==> config.mk <==
export PLATFORM = sky130hd
export DESIGN_NAME = eth_pcs_rx_block_lock
export DESIGN_NICKNAME = d
export VERILOG_FILES = /design/src/rtl/eth_pcs_rx_block_lock.sv
export SDC_FILE = /design/constraint.sdc
export NUM_CORES = 1
export LEC_CHECK = 0
export ABC_AREA = 1
export BUFFER_PORTS_ARGS = -buffer_cell sky130_fd_sc_hd__buf_2
export CORE_MARGIN = 2
export CORE_UTILIZATION = 30
export DETAILED_ROUTE_END_ITERATION = 10
export PLACE_DENSITY = 0.43
export SLEW_MARGIN = 20
export SYNTH_ARGS = -nofsm -noshare
export SYNTH_HDL_FRONTEND = slang
export SYNTH_SLANG_ARGS = --single-unit
==> constraint.sdc <==
create_clock -name i_clk -period 2.1 [get_ports i_clk]
set_clock_uncertainty 0.15 [all_clocks]
set_input_delay 0.42 -clock i_clk [delete_from_list [all_inputs] [get_ports i_clk]]
set_output_delay 0.42 -clock i_clk [all_outputs]
set_load 0.02 [all_outputs]
==> src/rtl/eth_pcs_rx_block_lock.sv <==
// 64b/66b receive block-lock state machine: hunts for sync-header alignment by
// requesting gearbox slips, then monitors header error rate while locked.
module eth_pcs_rx_block_lock #(
    parameter int SH_VAL_TH    = 64,
    parameter int SH_INVAL_TH  = 16,
    parameter int SLIP_HOLDOFF = 4,
    parameter int W_ERR_CNT    = 16
) (
    input  logic                 i_clk,
    input  logic                 i_rst_n,
    input  logic                 i_signal_ok,
    input  logic                 i_hdr_valid,
    input  logic [1:0]           i_sync,
    input  logic                 i_cnt_clr,
    output logic                 o_block_lock,
    output logic                 o_slip,
    output logic [W_ERR_CNT-1:0] o_hdr_err_cnt,
    output logic [W_ERR_CNT-1:0] o_lock_loss_cnt
);
    localparam int SH_CW  = $clog2(SH_VAL_TH + 1);
    localparam int INV_CW = $clog2(SH_INVAL_TH + 1);
    localparam logic [SH_CW-1:0]  VAL_TH   = SH_VAL_TH[SH_CW-1:0];
    localparam logic [INV_CW-1:0] INVAL_TH = SH_INVAL_TH[INV_CW-1:0];
    localparam logic [7:0]        HOLD     = SLIP_HOLDOFF[7:0];

    typedef enum logic [1:0] {UNLOCK_TEST, SLIP_WAIT, LOCKED, LOCKED_TEST} state_e;

    state_e               state_q, state_d;
    logic [SH_CW-1:0]     sh_cnt_q, sh_cnt_d;
    logic [INV_CW-1:0]    sh_inv_cnt_q, sh_inv_cnt_d;
    logic [7:0]           hold_cnt_q, hold_cnt_d;
    logic                 lock_q, lock_d;
    logic                 slip_q, slip_d;
    logic [W_ERR_CNT-1:0] err_cnt_q, err_cnt_d;
    logic [W_ERR_CNT-1:0] loss_cnt_q, loss_cnt_d;

    logic                 hdr_ok;
    logic [SH_CW-1:0]     sh_cnt_inc;
    logic [INV_CW-1:0]    sh_inv_inc;

    assign hdr_ok     = (i_sync == 2'b01) || (i_sync == 2'b10);
    assign sh_cnt_inc = sh_cnt_q + 1'b1;
    assign sh_inv_inc = hdr_ok ? sh_inv_cnt_q : sh_inv_cnt_q + 1'b1;

    always_comb begin
        state_d      = state_q;
        sh_cnt_d     = sh_cnt_q;
        sh_inv_cnt_d = sh_inv_cnt_q;
        hold_cnt_d   = hold_cnt_q;
        lock_d       = lock_q;
        slip_d       = 1'b0;
        err_cnt_d    = err_cnt_q;
        loss_cnt_d   = loss_cnt_q;

        if (!i_signal_ok) begin
            state_d      = UNLOCK_TEST;
            sh_cnt_d     = '0;
            sh_inv_cnt_d = '0;
            hold_cnt_d   = '0;
            lock_d       = 1'b0;
            if (lock_q && loss_cnt_q != '1) loss_cnt_d = loss_cnt_q + 1'b1;
        end else begin
            case (state_q)
                UNLOCK_TEST: if (i_hdr_valid) begin
                    if (!hdr_ok) begin
                        state_d      = SLIP_WAIT;
                        sh_cnt_d     = '0;
                        sh_inv_cnt_d = '0;
                        hold_cnt_d   = '0;
                        slip_d       = 1'b1;
                    end else if (sh_cnt_inc == VAL_TH) begin
                        state_d      = LOCKED;
                        sh_cnt_d     = '0;
                        sh_inv_cnt_d = '0;
                        lock_d       = 1'b1;
                    end else begin
                        sh_cnt_d     = sh_cnt_inc;
                    end
                end
                SLIP_WAIT: begin
                    // Headers arriving while the gearbox realigns are discarded
                    if (HOLD == 8'd0) begin
                        state_d = UNLOCK_TEST;
                    end else if (i_hdr_valid) begin
                        if (hold_cnt_q + 8'd1 == HOLD) begin
                            state_d    = UNLOCK_TEST;
                            hold_cnt_d = '0;
                        end else begin
                            hold_cnt_d = hold_cnt_q + 8'd1;
                        end
                    end
                end
                default: if (i_hdr_valid) begin
                    if (!hdr_ok && err_cnt_q != '1) err_cnt_d = err_cnt_q + 1'b1;
                    // Lock loss wins over a window completing on the same header
                    if (sh_inv_inc == INVAL_TH) begin
                        state_d      = SLIP_WAIT;
                        sh_cnt_d     = '0;
                        sh_inv_cnt_d = '0;
                        hold_cnt_d   = '0;
                        lock_d       = 1'b0;
                        slip_d       = 1'b1;
                        if (loss_cnt_q != '1) loss_cnt_d = loss_cnt_q + 1'b1;
                    end else if (sh_cnt_inc == VAL_TH) begin
                        state_d      = LOCKED;
                        sh_cnt_d     = '0;
                        sh_inv_cnt_d = '0;
                    end else begin
                        state_d      = LOCKED_TEST;
                        sh_cnt_d     = sh_cnt_inc;
                        sh_inv_cnt_d = sh_inv_inc;
                    end
                end
            endcase
        end

        if (i_cnt_clr) begin
            err_cnt_d  = '0;
            loss_cnt_d = '0;
        end
    end

    always_ff @(posedge i_clk or negedge i_rst_n) begin
        if (!i_rst_n) begin
            state_q      <= UNLOCK_TEST;
            sh_cnt_q     <= '0;
            sh_inv_cnt_q <= '0;
            hold_cnt_q   <= '0;
            lock_q       <= 1'b0;
            slip_q       <= 1'b0;
            err_cnt_q    <= '0;
            loss_cnt_q   <= '0;
        end else begin
            state_q      <= state_d;
            sh_cnt_q     <= sh_cnt_d;
            sh_inv_cnt_q <= sh_inv_cnt_d;
            hold_cnt_q   <= hold_cnt_d;
            lock_q       <= lock_d;
            slip_q       <= slip_d;
            err_cnt_q    <= err_cnt_d;
            loss_cnt_q   <= loss_cnt_d;
        end
    end

    // Signal loss drops lock/slip immediately rather than one cycle later
    assign o_block_lock    = lock_q & i_signal_ok;
    assign o_slip          = slip_q & i_signal_ok;
    assign o_hdr_err_cnt   = err_cnt_q;
    assign o_lock_loss_cnt = loss_cnt_q;
endmodule

==> metrics.txt, run 1 <==
status complete, no violations; slew at the pin closest to its max-slew limit 411 ps; clock group share of total power 0.299; largest net degree at the start of global routing 57; worst slack on hold paths 270 ps; Post-Synth XOR/XNOR Area 0.0455; Worst EP arrival 2020 ps; Post-Route Setup TNS 0 ps; combinational family with the most area after synthesis simple AND/OR/NAND/NOR gates; area of the core 12000 um2; sequential share of power 0.381; H-tree lvl count 2; Max-Slew Margin vs Limit 0.725; vias post-DR 3465; Inserted Diodes 0; syn_area_per_cell 7.17 um2; CP Capture Type register; crit share post-route 0.936; initial core utilization 0.306; unrepaired setup endpoints after global routing true; type of the worst setup path reg -> reg; height of the die 114 um; gp weighted congestion 0.821; Fin. Hold Viols 0; Net count, final 592; Int Pwr 2.11 mW; Area Growth Syn to Fin 23.3%; nature of the critical path startpoint register; CTS Buf Count 5; EDFF count, synth 0; Max Clock Freq 509 MHz; Post-DP Area 4230 um2; static power due to leakage 2.27 nW; total detailed-routing wirelength 9.50 mm; first-pass GRT wire length 16.0 mm; largest voltage drop on the vdd net 0.355 mV; Via density 4.77; count of boundary I/O pins 41; all-layer global routing usage 0.151; Clk Latency, worst-skew pair 310 ps; shortest period the worst path allows 1970 ps; net switching power of the design 1.19 mW; cell row count 40; Netlist Area Pre-Place 3660 um2; switching power as a share of total power 0.362; CTS tree built; number of max-slew violations in the final report 0; number of buffers on the longest clock path 2; DR DRC count 0; vias in the first global route 3319; worst hold path type in -> reg; initial antenna violation count 0; count of cell types in the netlist 37; die width 114 um; DRC marker count from the first detailed-route iteration 200; Async S/R FF share, synth 1.00; fraction of layout instances using a drive strength above 1 0.212; overflow left after global routing 0; Final Cell Area 4510 um2; half-perimeter wire length after detailed placement 6.60 mm; Post-Synth Simple-Gate Area 0.372; required time worst endpoint 2150 ps; post-synthesis compound-gate area fraction 0.0972; number of iterations in the first detailed-routing pass 4; adder-cell share of the synthesized area 0.0205; antenna-violating nets left 0; full die area 13100 um2; highest fanout seen on the critical path 8; Mapped Nets 523; relative contribution of combinational cells to total power 0.320; sequential-to-total area share from yosys stat 0.383; input/output buffers 40; sink count of the clock tree 56; Synth Instances 510; root buffer cell clkbuf_16; final-report setup violation count 0; share of synthesized area spent on multiplexers 0; power density cells 733 nW/um2; total of flip-flops plus latches after synthesis 56; top flip-flop cell by instance count after synthesis dfrtp_1; clock-pin transition on the worst setup and hold timing paths 80 ps; max-cap viol count 0; detailed-route wire length per cell 13.1 um; Yosys warning total 0
==> timing repair <==
| item | 4_1_cts | 5_1_grt |
|---|---|---|
| hold endpoints to repair | 56 | 0 |
| hold buffers | 1 | 0 |
| setup buffers | 0 | 1 |
| gates resized for setup | 0 | 17 |
| endpoints found under the setup margin | 0 | 42 |
==> cell usage in the layout, fill, tap and decap left out, drive strengths merged, types with 11 or more instances in the layout <==
| cell | count |
|---|---|
| nand2 | 167 |
| buf | 70 |
| inv | 61 |
| nor2 | 58 |
| dfrtp | 56 |
| nand3 | 39 |
| o21ai | 32 |
| nand4 | 30 |
| xor2 | 15 |
| a21oi | 11 |
==> synthesized netlist by cell type, types with 2 or more instances <==
master,number,share of area
buf_6,2,0.0062
o31ai_1,4,0.0082
xnor2_1,4,0.0096
nand4_1,28,0.048
nand2_2,5,0.0086
nor3_1,5,0.0068
xor2_1,15,0.036
ha_1,6,0.021
buf_4,2,0.0041
a21oi_2,2,0.0048
o21ai_0,18,0.025
o21a_1,3,0.0062
nand3_2,2,0.0055
nor2_2,2,0.0034
a21oi_1,9,0.012
o21ai_2,9,0.022
nor3_2,3,0.0082
nand2_1,162,0.17
buf_2,5,0.0068
nand3_4,2,0.0096
a31oi_1,2,0.0034
nor2_1,55,0.056
nand3_1,34,0.047
dfrtp_1,56,0.38
inv_1,59,0.061
o21ai_1,4,0.0055
inv_2,2,0.0021
==> stage by stage <==
step / setup slack [ps] / instances / total power [mW] / util
3_3_place_gp: 58.2 / 715 / 2.24 / 0.353
2_1_floorplan: 85.6 / 510 / 1.92 / -
6_report: 134 / 727 / 3.30 / 0.377
3_5_place_dp: 41.5 / 715 / 2.25 / 0.353
4_1_cts: 49.4 / 724 / 3.26 / 0.368
5_1_grt: -38.8 / 727 / 3.55 / 0.377
==> registers in the layout (all words and copies together) (netlist names) <==
signal,flops
hold_cnt_q,8
sh_inv_cnt_q,5
lock_q,1
slip_q,1
o_lock_loss_cnt,16
o_hdr_err_cnt,16
state_q,2
sh_cnt_q,7
==> cell type report <==
type	instances	area [um2]
clock buffer	5	125
clock inverter	3	42.5
fill	1247	7450
inverter	61	229
multi-input combinational	384	2050
sequential	56	1400
tap	147	184
timing repair buffer	71	473
==> power groups by stage <==
stage | Sequential, mW | Clock, mW | Combinational, mW
floorplan | 1.29 | 0 | 0.629
global placement | 1.27 | 0 | 0.974
detailed placement | 1.27 | 0 | 0.979
CTS | 1.25 | 1.03 | 0.984
global route | 1.27 | 1.07 | 1.21
finish | 1.26 | 0.988 | 1.06
==> per-layer routing <==
metal	vias up	wire length [um]	part of all wire	track usage
met3	4	317	0.033	0.0355
met1	1621	4640	0.49	0.200
met4	0	51	0.0054	0.0366
li1	1803	-	-	-
met5	-	0	0	0
met2	37	4490	0.47	0.251
==> critical path, cell delays in order, from the launching register on <==
cell and delay, ps:
dfrtp_1 420, ha_4 250, inv_2 50, nand3_2 70
nand2_2 90, nand2_2 70, nor2_4 120, nand3_4 150
nand2_4 140, nand4_4 180, nand2_1 110, nand2_1 50
==> final timing paths <==
check	cells past startpoint	slack [ps]	endpoint	start
worst max register to register	11	130	o_lock_loss_cnt[6]$_DFFE_PN0P_	sh_inv_cnt_q[1]$_DFFE_PN0P_
worst min register to register	2	360	hold_cnt_q[7]$_DFFE_PN0P_	hold_cnt_q[7]$_DFFE_PN0P_
worst min-delay path	2	270	o_hdr_err_cnt[0]$_DFFE_PN0P_	i_cnt_clr
min in group asynchronous	3	500	o_hdr_err_cnt[9]$_DFFE_PN0P_	i_rst_n
worst max-delay path	11	130	o_lock_loss_cnt[6]$_DFFE_PN0P_	sh_inv_cnt_q[1]$_DFFE_PN0P_
max in group asynchronous	3	1040	hold_cnt_q[6]$_DFFE_PN0P_	i_rst_n
==> kinds of logic after synthesis <==
kind of cell | count (synthesis)
AND/OR/NAND/NOR | 302
buffers and inverters | 72
flip-flops | 56
AO/OA/AOI/OAI | 55
XOR/XNOR | 19
adder cells (fa/ha/maj) | 6
Power figures use the tool's default switching activity.
==> inputs of run 2 (changes only) <==
==> constraint.sdc (replaced) <==
create_clock -name i_clk -period 2.6 [get_ports i_clk]
set_clock_uncertainty 0.15 [all_clocks]
set_input_delay 0.52 -clock i_clk [delete_from_list [all_inputs] [get_ports i_clk]]
set_output_delay 0.52 -clock i_clk [all_outputs]
set_load 0.02 [all_outputs]
==> run 2 against run 1 <==
Compared with the run above: count of clock-buffer cells in the layout grew 1; utilization shrank 2.7 points; combinational power shrank 38%; hold slack lost 210 ps; clock power shrank 28%; sequential share of layout area grew 2.4 points; register-to-register slack gained 170 ps; first-iteration DRC count shrank 23%.
==> metrics.txt, run 2 (same netlist as run 1, synthesis figures left out) <==
relative contribution of combinational cells to total power 0.273 (was 0.320); fraction of layout instances using a drive strength above 1 0.157 (was 0.212); largest voltage drop on the vdd net 0.239 mV (was 0.355 mV); Max-Slew Margin vs Limit 0.500 (was 0.725); Via density 4.71 (was 4.77); Clk Latency, worst-skew pair 310 ps (about the same); number of max-slew violations in the final report 0 (unchanged); number of resized instances in the post-cts repair step 0 (unchanged); half-perimeter wire length after detailed placement 6.61 mm (was 6.60 mm); sink count of the clock tree 56 (unchanged); Int Pwr 1.52 mW (was 2.11 mW); unrepaired setup endpoints after global routing false (was true); status complete, no violations (unchanged); nature of the critical path startpoint register (unchanged); largest net degree at the start of global routing 33 (was 57); CTS tree built (unchanged); family with the most delay on the worst path simple AND/OR/NAND/NOR gates (unchanged); shortest period the worst path allows 2290 ps (was 1970 ps); quantity of hold-fixing buffers added after cts 0 (was 1); delay of the slowest cell on the worst path 610 ps (was 420 ps); CTS Buf Count 5 (unchanged); DRC marker count from the first detailed-route iteration 154 (was 200); Fin. Hold Viols 0 (unchanged); clock-pin transition on the worst setup and hold timing paths 80 ps (about the same); cell row count 40 (unchanged); max-cap viol count 0 (unchanged); total detailed-routing wirelength 8.97 mm (was 9.50 mm); height of the die 114 um (unchanged); crit share post-route 0.882 (was 0.936); critical-path cell with the highest stage delay a21oi_2 (was dfrtp_1); Crit path top cell by count nand2_1; gp weighted congestion 0.797 (was 0.821); Area Growth Syn to Fin 14.5% (was 23.3%); Max Clock Freq 436 MHz (was 509 MHz); Net count, final 568 (was 592); cell-by-cell listing of the critical path ha_1, nand2_1, nor2_2, nand2_1, nor2_2, nand3_1, nand2_1, a21oi_2, nand4_1, nand2_1 (was ha_4, inv_2, nand3_2, nand2_2, nand2_2, nor2_4, nand3_4, nand2_4, nand4_4, nand2_1, nand2_1); Inserted Diodes 0 (unchanged); Finished Core Util 0.350 (was 0.377); area of the core 12000 um2 (unchanged); vias post-DR 3308 (was 3465); vias in the first global route 3178 (was 3319); detailed-route wire length per cell 12.8 um (was 13.1 um); number of iterations in the first detailed-routing pass 4 (unchanged); net switching power of the design 0.884 mW (was 1.19 mW); DR DRC count 0 (unchanged); full die area 13100 um2 (unchanged); highest fanout seen on the critical path 16 (was 8); total area of sequential cells 1400 um2 (unchanged); clock group share of total power 0.296 (was 0.299); all-layer global routing usage 0.146 (was 0.151); worst hold path type in -> async (was in -> reg); static power due to leakage 2.11 nW (was 2.27 nW); root buffer cell clkbuf_16 (unchanged); slew at the pin closest to its max-slew limit 750 ps (was 411 ps); count of boundary I/O pins 41 (unchanged); die width 114 um (unchanged); sequential share of power 0.431 (was 0.381); overflow left after global routing 0 (unchanged); most frequent cells in the layout nand2_1 (162), inv_1 (59), dfrtp_1 (56), nor2_1 (55), buf_2 (40) (was nand2_1 (157), inv_1 (58), dfrtp_1 (56), nor2_1 (54), buf_2 (40)); first-pass GRT wire length 15.3 mm (was 16.0 mm); initial core utilization 0.306 (unchanged); number of buffers on the longest clock path 2 (unchanged); final-report setup violation count 0 (unchanged); total area of multi-input combinational cells 1960 um2 (was 2050 um2); initial antenna violation count 0 (unchanged); Worst EP arrival 2390 ps (was 2020 ps); Post-Route Setup TNS 0 ps (unchanged); type of the worst setup path reg -> reg (unchanged); CP Capture Type register (unchanged); input/output buffers 40 (unchanged); required time worst endpoint 2690 ps (was 2150 ps); switching power as a share of total power 0.367 (was 0.362); postcts setup bufs 0 (unchanged); power density cells 575 nW/um2 (was 733 nW/um2); Filler cells 1298 (was 1247); H-tree lvl count 2 (unchanged); antenna-violating nets left 0 (unchanged); Crit path buffers/inverters 0 (was 1); commonest non-fill, non-tap cell in the layout nand2_1 (unchanged)
run 2: per-stage QoR:
| step | cells | cell area, um2 | setup WS (ps) | total power [mW] | hold WS (ps) |
|---|---|---|---|---|---|
| 2_1_floorplan | 510 | 3660 | 586 | 1.55 | 74.4 |
| 3_3_place_gp | 695 | 4040 | 167 | 1.72 | 336 |
| 3_5_place_dp | 695 | 4040 | 189 | 1.72 | 349 |
| 4_1_cts | 702 | 4190 | 289 | 2.45 | 65.1 |
| 5_1_grt | 702 | 4190 | 112 | 2.58 | 84.1 |
| 6_report | 702 | 4190 | 306 | 2.41 | 57.9 |
run 2: area by class of cell:
class | instances | area share
tap | 147 | 0.0439
clock inverter | 1 | 0.00209
sequential | 56 | 0.335
clock buffer | 6 | 0.0332
inverter | 61 | 0.0547
timing repair buffer | 49 | 0.0640
multi-input combinational | 382 | 0.467
run 2: worst paths after layout:
path / cells past startpoint / to / start / slack [ps]
setup / recovery: 10 / o_lock_loss_cnt[10]$_DFFE_PN0P_ / o_lock_loss_cnt[0]$_DFFE_PN0P_ / 310
hold reg to reg: 2 / sh_cnt_q[6]$_DFFE_PN0P_ / sh_cnt_q[6]$_DFFE_PN0P_ / 360
hold / removal: 2 / o_hdr_err_cnt[8]$_DFFE_PN0P_ / i_rst_n / 60
max in group asynchronous: 2 / state_q[0]$_DFFE_PN0P_ / i_rst_n / 1880
min in group i_clk: 2 / sh_cnt_q[6]$_DFFE_PN0P_ / sh_cnt_q[6]$_DFFE_PN0P_ / 360
setup reg to reg: 10 / o_lock_loss_cnt[10]$_DFFE_PN0P_ / o_lock_loss_cnt[0]$_DFFE_PN0P_ / 310
run 2: power groups by stage:
| stage | clock network, mW | logic, mW | registers (mW) |
|---|---|---|---|
| after floorplan | 0 | 0.508 | 1.04 |
| after global placement | 0 | 0.663 | 1.05 |
| after detailed placement | 0 | 0.667 | 1.05 |
| after CTS | 0.747 | 0.670 | 1.04 |
| after global routing | 0.772 | 0.758 | 1.05 |
| final | 0.713 | 0.658 | 1.04 |
run 2: worst register-to-register path, stage by stage (launching register included):
cell     delay (ps)
dfrtp_1         430
ha_1            240
nand2_1          80
nor2_2           50
nand2_1         160
nor2_2           70
nand3_1         100
nand2_1          80
a21oi_2         610
nand4_1         180
nand2_1          90
run 2: routing by layer:
metal / vias up / share of wire / GRT usage
met5: - / 0 / 0
met4: 0 / 0.014 / 0.0512
met1: 1513 / 0.50 / 0.190
li1: 1743 / - / -
met3: 8 / 0.028 / 0.0270
met2: 44 / 0.46 / 0.245
